--- src/rtl/sfp_port_ctrl.sv ---
// sfp_port_ctrl -- SFP+ cage power-up / fault sequencer, one independent FSM per cage.
//
// Purpose: debounce module insertion and time the SFP TX init window. Hold the GT
// lane in reset until the optics are up. Recover from TX_FAULT by pulsing TX_DISABLE
// for t_reset, with a bounded number of retries. Latch LOCKOUT once the retries are
// used up; management releases it with Clear_lockout.
//
// Ports (per cage i unless noted):
//   clk, rst       system clock, synchronous active-high reset
//   Port_en        management enable; low forces OFF and clears the retry count
//   Rate_10g       rate select, mirrored to RS one clock later
//   Clear_lockout  1-cycle pulse, only acted on in LOCKOUT
//   MOD_ABS        async pin, 1 = cage empty
//   TX_FAULT       async pin, 1 = module TX fault
//   RX_LOS         async pin, 1 = loss of signal
//   TX_DISABLE     1 = laser off (low only in INIT/UP)
//   RS             rate select to the module
//   Gt_rst         GT lane reset (low only in UP)
//   Port_up        UP and no RX_LOS
//   Port_lockout   port is in LOCKOUT
//   Port_state     FSM state, port i at [3i+2:3i]
//   Retry_cnt      fault recoveries so far, port i at [4i+3:4i]
//
// Parameter ranges: all *_CYC values must be in 1..2^24-1; MAX_RETRY must be in 1..15.

// Single-cage sequencer
module sfp_port_lane #(
  parameter int DEBOUNCE_CYC = 1000000,
  parameter int TINIT_CYC    = 50000,
  parameter int TRESET_CYC   = 1000,
  parameter int MAX_RETRY    = 3
) (
  input  logic       clk,
  input  logic       rst,
  input  logic       port_en,
  input  logic       rate_10g,
  input  logic       clear_lockout,
  input  logic       mod_abs,
  input  logic       tx_fault,
  input  logic       rx_los,
  output logic       tx_disable,
  output logic       rs,
  output logic       gt_rst,
  output logic       port_up,
  output logic       port_lockout,
  output logic [2:0] port_state,
  output logic [3:0] retry_cnt
);
  typedef enum logic [2:0] {
    ST_OFF        = 3'd0,
    ST_ABSENT     = 3'd1,
    ST_DEBOUNCE   = 3'd2,
    ST_INIT       = 3'd3,
    ST_UP         = 3'd4,
    ST_FAULT_HOLD = 3'd5,
    ST_LOCKOUT    = 3'd6
  } state_t;

  localparam logic [23:0] DEB_LAST   = 24'(DEBOUNCE_CYC - 1);
  localparam logic [23:0] TINIT_LAST = 24'(TINIT_CYC - 1);
  localparam logic [23:0] TRST_LAST  = 24'(TRESET_CYC - 1);
  localparam logic [3:0]  RETRY_MAX  = 4'(MAX_RETRY);

  state_t      state, nxt_state;
  logic [23:0] timer, nxt_timer;
  logic [3:0]  retry, nxt_retry, retry_inc;
  logic [1:0]  mod_abs_q, tx_fault_q, rx_los_q;
  logic        mod_abs_s, tx_fault_s, rx_los_s;

  assign mod_abs_s  = mod_abs_q[1];
  assign tx_fault_s = tx_fault_q[1];
  assign rx_los_s   = rx_los_q[1];
  assign port_state = state;
  assign retry_cnt  = retry;

  always_comb begin
    nxt_state = state;
    nxt_timer = timer;
    nxt_retry = retry;
    retry_inc = (retry == 4'hF) ? retry : retry + 4'd1;
    if (!port_en) begin
      nxt_state = ST_OFF;
      nxt_timer = '0;
      nxt_retry = '0;
    end else if (mod_abs_s && state != ST_OFF && state != ST_ABSENT) begin
      // Removal (or an insertion bounce) aborts whatever the port was doing.
      nxt_state = ST_ABSENT;
      nxt_timer = '0;
      nxt_retry = '0;
    end else begin
      case (state)
        ST_OFF: nxt_state = ST_ABSENT;
        ST_ABSENT: begin
          if (!mod_abs_s) begin
            nxt_state = ST_DEBOUNCE;
            nxt_timer = '0;
          end
        end
        ST_DEBOUNCE: begin
          if (timer == DEB_LAST) begin
            nxt_state = ST_INIT;
            nxt_timer = '0;
          end else begin
            nxt_timer = timer + 24'd1;
          end
        end
        ST_INIT: begin
          // TX_FAULT is only meaningful once t_init has elapsed.
          if (timer == TINIT_LAST) begin
            nxt_timer = '0;
            if (tx_fault_s) begin
              nxt_state = ST_FAULT_HOLD;
              nxt_retry = retry_inc;
            end else begin
              nxt_state = ST_UP;
            end
          end else begin
            nxt_timer = timer + 24'd1;
          end
        end
        ST_UP: begin
          if (tx_fault_s) begin
            nxt_state = ST_FAULT_HOLD;
            nxt_retry = retry_inc;
            nxt_timer = '0;
          end
        end
        ST_FAULT_HOLD: begin
          if (timer == TRST_LAST) begin
            nxt_timer = '0;
            nxt_state = (retry >= RETRY_MAX) ? ST_LOCKOUT : ST_INIT;
          end else begin
            nxt_timer = timer + 24'd1;
          end
        end
        ST_LOCKOUT: begin
          if (clear_lockout) begin
            nxt_state = ST_ABSENT;
            nxt_retry = '0;
          end
        end
        default: begin
          nxt_state = ST_OFF;
          nxt_timer = '0;
          nxt_retry = '0;
        end
      endcase
    end
  end

  // Outputs are decoded from the next state so they move with Port_state.
  always_ff @(posedge clk) begin
    if (rst) begin
      mod_abs_q    <= 2'b11;
      tx_fault_q   <= 2'b00;
      rx_los_q     <= 2'b11;
      state        <= ST_OFF;
      timer        <= '0;
      retry        <= '0;
      tx_disable   <= 1'b1;
      gt_rst       <= 1'b1;
      rs           <= 1'b1;
      port_up      <= 1'b0;
      port_lockout <= 1'b0;
    end else begin
      mod_abs_q    <= {mod_abs_q[0], mod_abs};
      tx_fault_q   <= {tx_fault_q[0], tx_fault};
      rx_los_q     <= {rx_los_q[0], rx_los};
      state        <= nxt_state;
      timer        <= nxt_timer;
      retry        <= nxt_retry;
      tx_disable   <= !(nxt_state == ST_INIT || nxt_state == ST_UP);
      gt_rst       <= (nxt_state != ST_UP);
      rs           <= rate_10g;
      port_up      <= (nxt_state == ST_UP) && !rx_los_s;
      port_lockout <= (nxt_state == ST_LOCKOUT);
    end
  end
endmodule

// Top level: one sfp_port_lane per cage
module sfp_port_ctrl #(
  parameter int N_PORTS      = 4,
  parameter int DEBOUNCE_CYC = 1000000,
  parameter int TINIT_CYC    = 50000,
  parameter int TRESET_CYC   = 1000,
  parameter int MAX_RETRY    = 3
) (
  input  logic                 clk,
  input  logic                 rst,
  input  logic [N_PORTS-1:0]   Port_en,
  input  logic [N_PORTS-1:0]   Rate_10g,
  input  logic [N_PORTS-1:0]   Clear_lockout,
  input  logic [N_PORTS-1:0]   MOD_ABS,
  input  logic [N_PORTS-1:0]   TX_FAULT,
  input  logic [N_PORTS-1:0]   RX_LOS,
  output logic [N_PORTS-1:0]   TX_DISABLE,
  output logic [N_PORTS-1:0]   RS,
  output logic [N_PORTS-1:0]   Gt_rst,
  output logic [N_PORTS-1:0]   Port_up,
  output logic [N_PORTS-1:0]   Port_lockout,
  output logic [3*N_PORTS-1:0] Port_state,
  output logic [4*N_PORTS-1:0] Retry_cnt
);
  generate
    for (genvar i = 0; i < N_PORTS; i++) begin : g_lane
      sfp_port_lane #(
        .DEBOUNCE_CYC (DEBOUNCE_CYC),
        .TINIT_CYC    (TINIT_CYC),
        .TRESET_CYC   (TRESET_CYC),
        .MAX_RETRY    (MAX_RETRY)
      ) u_lane (
        .clk           (clk),
        .rst           (rst),
        .port_en       (Port_en[i]),
        .rate_10g      (Rate_10g[i]),
        .clear_lockout (Clear_lockout[i]),
        .mod_abs       (MOD_ABS[i]),
        .tx_fault      (TX_FAULT[i]),
        .rx_los        (RX_LOS[i]),
        .tx_disable    (TX_DISABLE[i]),
        .rs            (RS[i]),
        .gt_rst        (Gt_rst[i]),
        .port_up       (Port_up[i]),
        .port_lockout  (Port_lockout[i]),
        .port_state    (Port_state[3*i +: 3]),
        .retry_cnt     (Retry_cnt[4*i +: 4])
      );
    end
  endgenerate
endmodule

--- config.mk ---
export PLATFORM = sky130hd
export DESIGN_NAME = sfp_port_ctrl
export DESIGN_NICKNAME = d
export VERILOG_FILES = /design/src/rtl/sfp_port_ctrl.sv
export SDC_FILE = /design/constraint.sdc
export NUM_CORES = 1
export LEC_CHECK = 0
export ABC_AREA = 1
export ABC_CLOCK_PERIOD_IN_PS = 1750
export CORE_MARGIN = 2
export CORE_UTILIZATION = 45
export CTS_BUF_LIST = sky130_fd_sc_hd__clkbuf_4
export CTS_CLUSTER_SIZE = 24
export DETAILED_ROUTE_END_ITERATION = 6
export PLACE_DENSITY = 0.66
export SLEW_MARGIN = 20
export SYNTH_ARGS = -nofsm -noshare
export SYNTH_HDL_FRONTEND = slang
export SYNTH_SLANG_ARGS = --single-unit
--- constraint.sdc ---
create_clock -name clk -period 1.75 [get_ports clk]
set_input_delay 0.35 -clock clk [delete_from_list [all_inputs] [get_ports clk]]
set_output_delay 0.35 -clock clk [all_outputs]
set_load 0.02 [all_outputs]
==> flow_summary_export.csv, run 1 <==
group,metric,value,unit
clocking,worstSkewPairLatency,0.60,ns
place,dp.cells,2030,
die,rows,54,
clocking,cts_tree,"built",
drt,wirelength,30200,um
critical_path,path_max_fanout,4,
logic_synthesis,syn_nets,1521,
logic_synthesis,avgSynthCellArea,6.72,um2
min_path,hold_path_depth,3,
drt,wl_per_cell,14.4,um
global_route,grt_pass1_wl,47100,um
finish,area_delta_synth_final,42.6,%
logic_synthesis,synth_edf_count,0,
place,gp_congestion,0.938,
finish,multi_input_area,6580,um2
critical_path,arrival,2.36,ns
critical_path,cp-end-kind,"register",
flow_run,cap_violations,0,
logic_synthesis,syn_inst,1487,
logic_synthesis,synth-seq-cells,168,
clocking,clock_sinks,168,
sta,slew_viol_final,0,
critical_path,r2r_start,"g_lane[1].u_lane.timer[1]",
logic_synthesis,syn-cell-area,9990,um2
critical_path,path_cells,"ha_4 > nand2_4 > nor3_2 > nand2_1 > nor2_2 > nand2_2 > nand2_2 > nand2_4 > inv_4 > nand3_4 > buf_6 > o211ai_1 > nor2_1",
logic_synthesis,synthTopCellsByArea,"dfxtp_1 (34%), nand2_1 (11%), nor2_1 (9.1%)",
logic_synthesis,synth_flop_cell,"dfxtp_1",
clocking,htreeDepth,4,
critical_path,crit_slowest_cell,"dfxtp_2",
die,initial_core_util,45.8,%
finish,final_cells,2101,
finish,fillCellCount,1910,
sta,setup_viol,41,
place,hpwl,22100,um
sta,period_minus_slack,1.85,ns
critical_path,cp-start-kind,"register",
global_route,track_usage,24.2,%
min_path,hp-start,"TX_FAULT[3]",
die,num_io_pins,74,
outcome,violations,"negative setup slack",
sta,setup_ws,-0.0967,ns
place,dp_slack,-0.165,ns
clocking,path_clk_slew,0.15,ns
sta,fmax,542,MHz
place,placed_area,12500,um2
power,p_per_area,474,nW/um2
clocking,numCtsBuffers,17,
logic_synthesis,synth_cell_types,57,
global_route,antenna_found_initial,1,
clocking,clock_path_buffers,2,
sta,hold_viol,0,
drt,vias_per_cell,5.19,
power,leakagePower,6.15,nW
sta,rsz0062_at_grt,"true",
critical_path,ff2ff_setup_slack,-0.1,ns
drt,drtIter0Drc,780,
finish,drive_above_1_share,39.9,%
drt,num_vias,10900,
die,die_area,23400,um2
logic_synthesis,async_flop_share,0,%
die,die_x,153,um
drt,drt_first_pass_iters,5,
sta,worst_slew_pin_slew,0.431,ns
critical_path,worstSetupPathType,"register to register",
sta,finalCritPeriodShare,106,%
die,die_h,153,um
logic_synthesis,synth-seq-area-share,33.7,%
min_path,min_to,"g_lane[3].u_lane.tx_fault_q[0]",
clocking,root_buffer,"clkbuf_4",
finish,postLayoutCellArea,14200,um2
power,peakVddDrop,0.347,mV
logic_synthesis,synth_area_leader_cell,"dfxtp_1",
die,coreArea,21800,um2
finish,seq_area,3460,um2
global_route,grt_max_degree,31,
critical_path,cp.required,2.26,ns
drt,drc,0,
sta,finClkSkew,0.0212,ns
critical_path,max_stage_delay,0.39,ns
critical_path,worstReg2RegEnd,"g_lane[1].u_lane.timer[8]",
logic_synthesis,yosysWarningCount,0,
min_path,hp-class,"input port to register",
outcome,run_status,"complete, but fails checks",
sta,slew_headroom,71.0,%
place,numPortBuffers,73,
global_route,grt-ovfl-total,0,
clocking,hold_buffers,0,
drt,drtAntennaViolNets,0,
global_route,grt_pass1_vias,10100,
finish,final_nets,1841,
logic_synthesis,yosysTopAreaCellShare,33.7,%
critical_path,rr_worst_depth,13,
==> sequential cells by signal, indices dropped and copies added (netlist names), 8 cells and up <==
| signal | cells |
|---|---|
| g_lane.u_lane.timer | 96 |
| g_lane.u_lane.tx_fault_q | 8 |
| g_lane.u_lane.rx_los_q | 8 |
| g_lane.u_lane.mod_abs_q | 8 |
| g_lane.u_lane.retry_cnt | 16 |
| g_lane.u_lane.port_state | 12 |
==> how the worst max path moves through the flow <==
stage,from,to,slack (ns),cells past startpoint
floorplan,g_lane[2].u_lane.timer[0],g_lane[2].u_lane.retry_cnt[3],0.02,10
finish,g_lane[1].u_lane.timer[1],g_lane[1].u_lane.timer[8],-0.1,13
global placement,rst,g_lane[2].u_lane.timer[15],-0.14,8
CTS,g_lane[0].u_lane.timer[0],g_lane[0].u_lane.timer[13],-0.09,14
global route,g_lane[1].u_lane.timer[1],g_lane[1].u_lane.timer[7],-0.22,14
detailed placement,rst,g_lane[2].u_lane.timer[15],-0.17,8
==> logic make-up (layout without fill, tap and decap cells) <==
| logic type | Yosys count | in the layout | synth area share (%) |
|---|---|---|---|
| simple gates | 860 | 861 | 41.6 |
| buf+inv | 264 | 596 | 11.0 |
| flops | 168 | 168 | 33.7 |
| compound gates | 145 | 145 | 9.01 |
| xor+xnor | 42 | 42 | 3.68 |
| fa+ha+maj | 8 | 8 | 1.00 |
| other cells | 0 | 1 | 0 |
==> area by class of cell <==
class	count	share of cell area [%]
Timing Repair Buffer	333	18.6
Antenna cell	1	0.0176
Clock inverter	14	1.11
Sequential cell	168	24.3
Tap cell	280	2.46
Timing Repair inverter	1	0.0615
Inverter	230	6.31
Clock buffer	18	0.949
Multi-Input combinational cell	1056	46.2
==> report_power, final <==
| group | switching [mW] | internal (mW) | leakage [nW] |
|---|---|---|---|
| clock network | 1.42 | 0.988 | 0.154 |
| logic | 0.269 | 0.206 | 4.60 |
| registers | 0.0264 | 3.85 | 1.39 |
==> synthesized netlist by cell type (5+ instances only) <==
library cell,n
xor2_1,37
nor2_4,13
dfxtp_1,168
ha_1,8
a31oi_1,12
a21oi_2,7
a21oi_1,31
buf_4,20
a211oi_1,6
o31ai_1,7
xnor2_1,5
o211ai_1,9
nand3_2,6
o21ai_1,7
inv_1,197
o21ai_0,45
nand2_2,24
inv_2,29
nor3_1,42
nor4_1,14
or2_2,24
nor2_2,15
nand2_1,293
buf_2,8
nor2_1,241
nand2_4,6
nand3_1,110
nand4_1,41
nor3_2,10
==> placed cells by master (no fill, tap or decap), types with 26 or more instances in the layout <==
cell type	netlist	final
nor2_2	15	51
nand3_1	110	85
o21ai_0	45	35
nor2_4	13	35
xor2_1	37	33
nand4_1	41	41
nand2_2	24	55
dfxtp_2	0	39
buf_4	20	241
nand2_1	293	245
dfxtp_1	168	115
nor3_1	42	26
inv_2	29	44
nor2_1	241	183
inv_1	197	175
==> routing by layer <==
metal | up-vias | global-route usage [%] | share of wire [%]
met5 | - | 0 | 0
li1 | 5419 | - | -
met2 | 313 | 41.4 | 49
met1 | 5092 | 31.3 | 44
met3 | 80 | 3.26 | 4.5
met4 | 0 | 8.77 | 3.2
==> critical path: cells and delay by family (launching register included) <==
family	cells	cell delay, ns
compound gates	1	0.09
simple gates	9	0.88
flops	1	0.39
buf+inv	2	0.23
fa+ha+maj	1	0.15
==> through the flow <==
| step | util (%) | hold slack (ns) | TNS (ns) | total power, mW |
|---|---|---|---|---|
| after detailed placement | 57.4 | 0.382 | -6.00 | 4.39 |
| final | 65.3 | 0.249 | -1.26 | 6.76 |
| after global placement | 57.4 | 0.391 | -2.60 | 4.39 |
| after floorplan | - | 0.368 | 0 | 4.18 |
| after global routing | 65.3 | 0.261 | -10.28 | 7.00 |
| after CTS | 60.4 | 0.234 | -0.869 | 6.77 |
==> timing repair <==
action,4_1_cts,5_1_grt
buffers inserted,2,36
pin swaps,35,113
cloned,1,1
setup endpoints to repair,157,160
gates resized for setup,179,299
Note: power is estimated with default switching activity, not from simulation.
==> run 2: changes to the inputs <==
--- a/config.mk
+++ b/config.mk
@@ -7,12 +7,14 @@
 export LEC_CHECK = 0
 export ABC_AREA = 1
 export ABC_CLOCK_PERIOD_IN_PS = 1750
+export CELL_PAD_IN_SITES_DETAIL_PLACEMENT = 1
+export CELL_PAD_IN_SITES_GLOBAL_PLACEMENT = 1
 export CORE_MARGIN = 2
-export CORE_UTILIZATION = 45
+export CORE_UTILIZATION = 40
 export CTS_BUF_LIST = sky130_fd_sc_hd__clkbuf_4
 export CTS_CLUSTER_SIZE = 24
 export DETAILED_ROUTE_END_ITERATION = 6
-export PLACE_DENSITY = 0.66
+export PLACE_DENSITY = 0.79
 export SLEW_MARGIN = 20
 export SYNTH_ARGS = -nofsm -noshare
 export SYNTH_HDL_FRONTEND = slang
==> run 2 against run 1 <==
The run ends with design-rule violations, negative setup slack left. Via count up 13%. Setup slack worse by 0.17 ns. Core utilization fell by 3.9 points. First-iteration DRC count rose by 23%. Flip-flop and latch count did not move. Critical path depth down 4. Global-route usage grew 4.4 points. Clock power hardly changed. Clock skew is 0.018 ns higher. Register-to-register slack worse by 0.17 ns. Highest routed layer unchanged.
==> flow_summary_export.csv, run 2 (synthesis results as in run 1) <==
group,metric,value,unit
outcome,run_status,"complete, but fails checks",
outcome,violations,"design-rule violations, negative setup slack",
finish,final_nets,1868,
flow_run,cap_violations,0,
finish,multi_input_area,6980,um2
drt,drc,2,
sta,setup_viol,122,
sta,slew_headroom,66.3,%
power,total_power,6.76,mW
clocking,path_clk_slew,0.16,ns
clocking,clock_path_buffers,2,
clocking,hold_buffers,0,
sta,setup_ws,-0.269,ns
clocking,worstSkewPairLatency,0.63,ns
die,num_io_pins,74,
global_route,grt_max_degree,34,
clocking,htreeDepth,4,
place,hpwl,26900,um
min_path,hp-class,"input port to register",
critical_path,worstSetupPathType,"register to register",
clocking,numCtsBuffers,17,
finish,fin_util,61.4,%
power,p_per_area,452,nW/um2
clocking,root_buffer,"clkbuf_4",
finish,drive_above_1_share,45.9,%
clocking,clock_sinks,168,
place,numPortBuffers,73,
drt,num_vias,12300,
power,peakVddDrop,0.332,mV
drt,drtAntennaViolNets,0,
clocking,cts_tree,"built",
global_route,grt-ovfl-total,0,
drt,drt_first_pass_iters,7,
global_route,track_usage,28.6,%
die,die_h,162,um
finish,largest_reg_flops,96,
sta,finClkSkew,0.0396,ns
critical_path,arrival,2.54,ns
global_route,antenna_found_initial,1,
global_route,grt_pass1_wl,60400,um
finish,fillCellCount,3083,
drt,wirelength,47400,um
sta,finalCritPeriodShare,115,%
sta,period_minus_slack,2.02,ns
finish,seq_area,3490,um2
critical_path,path_max_fanout,4,
place,dp_slack,-0.377,ns
critical_path,cp-end-kind,"register",
sta,worst_slew_pin_slew,0.501,ns
die,die_x,162,um
sta,fmax,495,MHz
critical_path,cp-start-kind,"register",
die,initial_core_util,41.0,%
power,leakagePower,6.51,nW
finish,postLayoutCellArea,15000,um2
finish,top_register,"g_lane.u_lane.timer",
place,gp_congestion,0.901,
finish,layout_commonest_cell,"buf_4",
global_route,grt_pass1_vias,12100,
die,die_area,26300,um2
die,coreArea,24400,um2
place,placed_area,12700,um2
sta,rsz0062_at_grt,"true",
finish,area_delta_synth_final,50.0,%
drt,vias_per_cell,5.65,
die,rows,57,
drt,drtIter0Drc,957,
finish,final_cell_mix,"buf_4 (253), nand2_1 (225), inv_1 (175), nor2_1 (165), dfxtp_1 (94)",
critical_path,cp.required,2.28,ns
sta,hold_viol,0,
drt,wl_per_cell,21.8,um
sta,slew_viol_final,0,
==> run 2: cell types whose count changed in the layout (fill, tap and decap cells not counted), moves of 12 or more <==
cell / delta
nor2_1: -18
nand2_2: +13
nand3_1: -14
nand2_1: -20
dfxtp_2: +21
dfxtp_1: -21
buf_4: +12
buf_6: +17
==> run 2: stage by stage <==
step	std cells	hold slack [ns]	TNS (ns)
floorplan	1487	0.368	0
global placement	2093	0.378	-10.96
detailed placement	2093	0.377	-21.26
CTS	2147	0.202	-1.80
global route	2172	0.218	-24.22
finish	2172	0.219	-15.19
==> run 2: worst paths after layout <==
kind	end	depth (start not counted)	from	slack, ns
worst max-delay path	g_lane[2].u_lane.timer[21]	9	g_lane[2].u_lane.timer[9]	-0.27
worst min-delay path	g_lane[0].u_lane.tx_fault_q[0]	3	TX_FAULT[0]	0.22
worst max register to register	g_lane[2].u_lane.timer[21]	9	g_lane[2].u_lane.timer[9]	-0.27
worst min register to register	g_lane[3].u_lane.tx_fault_q[1]	2	g_lane[3].u_lane.tx_fault_q[0]	0.40
==> run 2: routing by layer <==
metal / wire [um] / global-route usage (%)
met1: 18200 / 34.1
met2: 24200 / 52.1
met3: 2410 / 4.09
met4: 2530 / 10.7
met5: 0 / 0
==> run 2: area by class of cell <==
cell class | count | share of cell area (%)
Clock inverter | 15 | 0.944
Antenna cell | 1 | 0.0167
Timing Repair Buffer | 360 | 19.5
Timing Repair inverter | 1 | 0.0418
Sequential cell | 168 | 23.3
Clock buffer | 17 | 0.852
Tap cell | 324 | 2.71
Multi-Input combinational cell | 1056 | 46.6
Inverter | 230 | 6.02
==> run 2: where the power goes <==
group | internal, mW | switching, mW
combinational | 0.201 | 0.297
clock | 0.736 | 1.65
sequential | 3.85 | 0.0318
total | 4.78 | 1.98
==> run 2: worst max-delay path, stage by stage (launching register included) <==
cell and delay [ns]:
dfxtp_2 0.42, buf_4 0.14, nand2_2 0.12, nor2_2 0.19, nand4_1 0.23, nor3_2 0.32, nand2_1 0.16, nor2_2 0.14
xor2_1 0.16, nor2_1 0.05
==> run 2: repair_timing <==
action / CTS / global route
gates resized for setup: 264 / 359
endpoints found under the setup margin: 174 / 159
setup buffers: 22 / 27
pin swaps: 45 / 130
cloned: 2 / 0
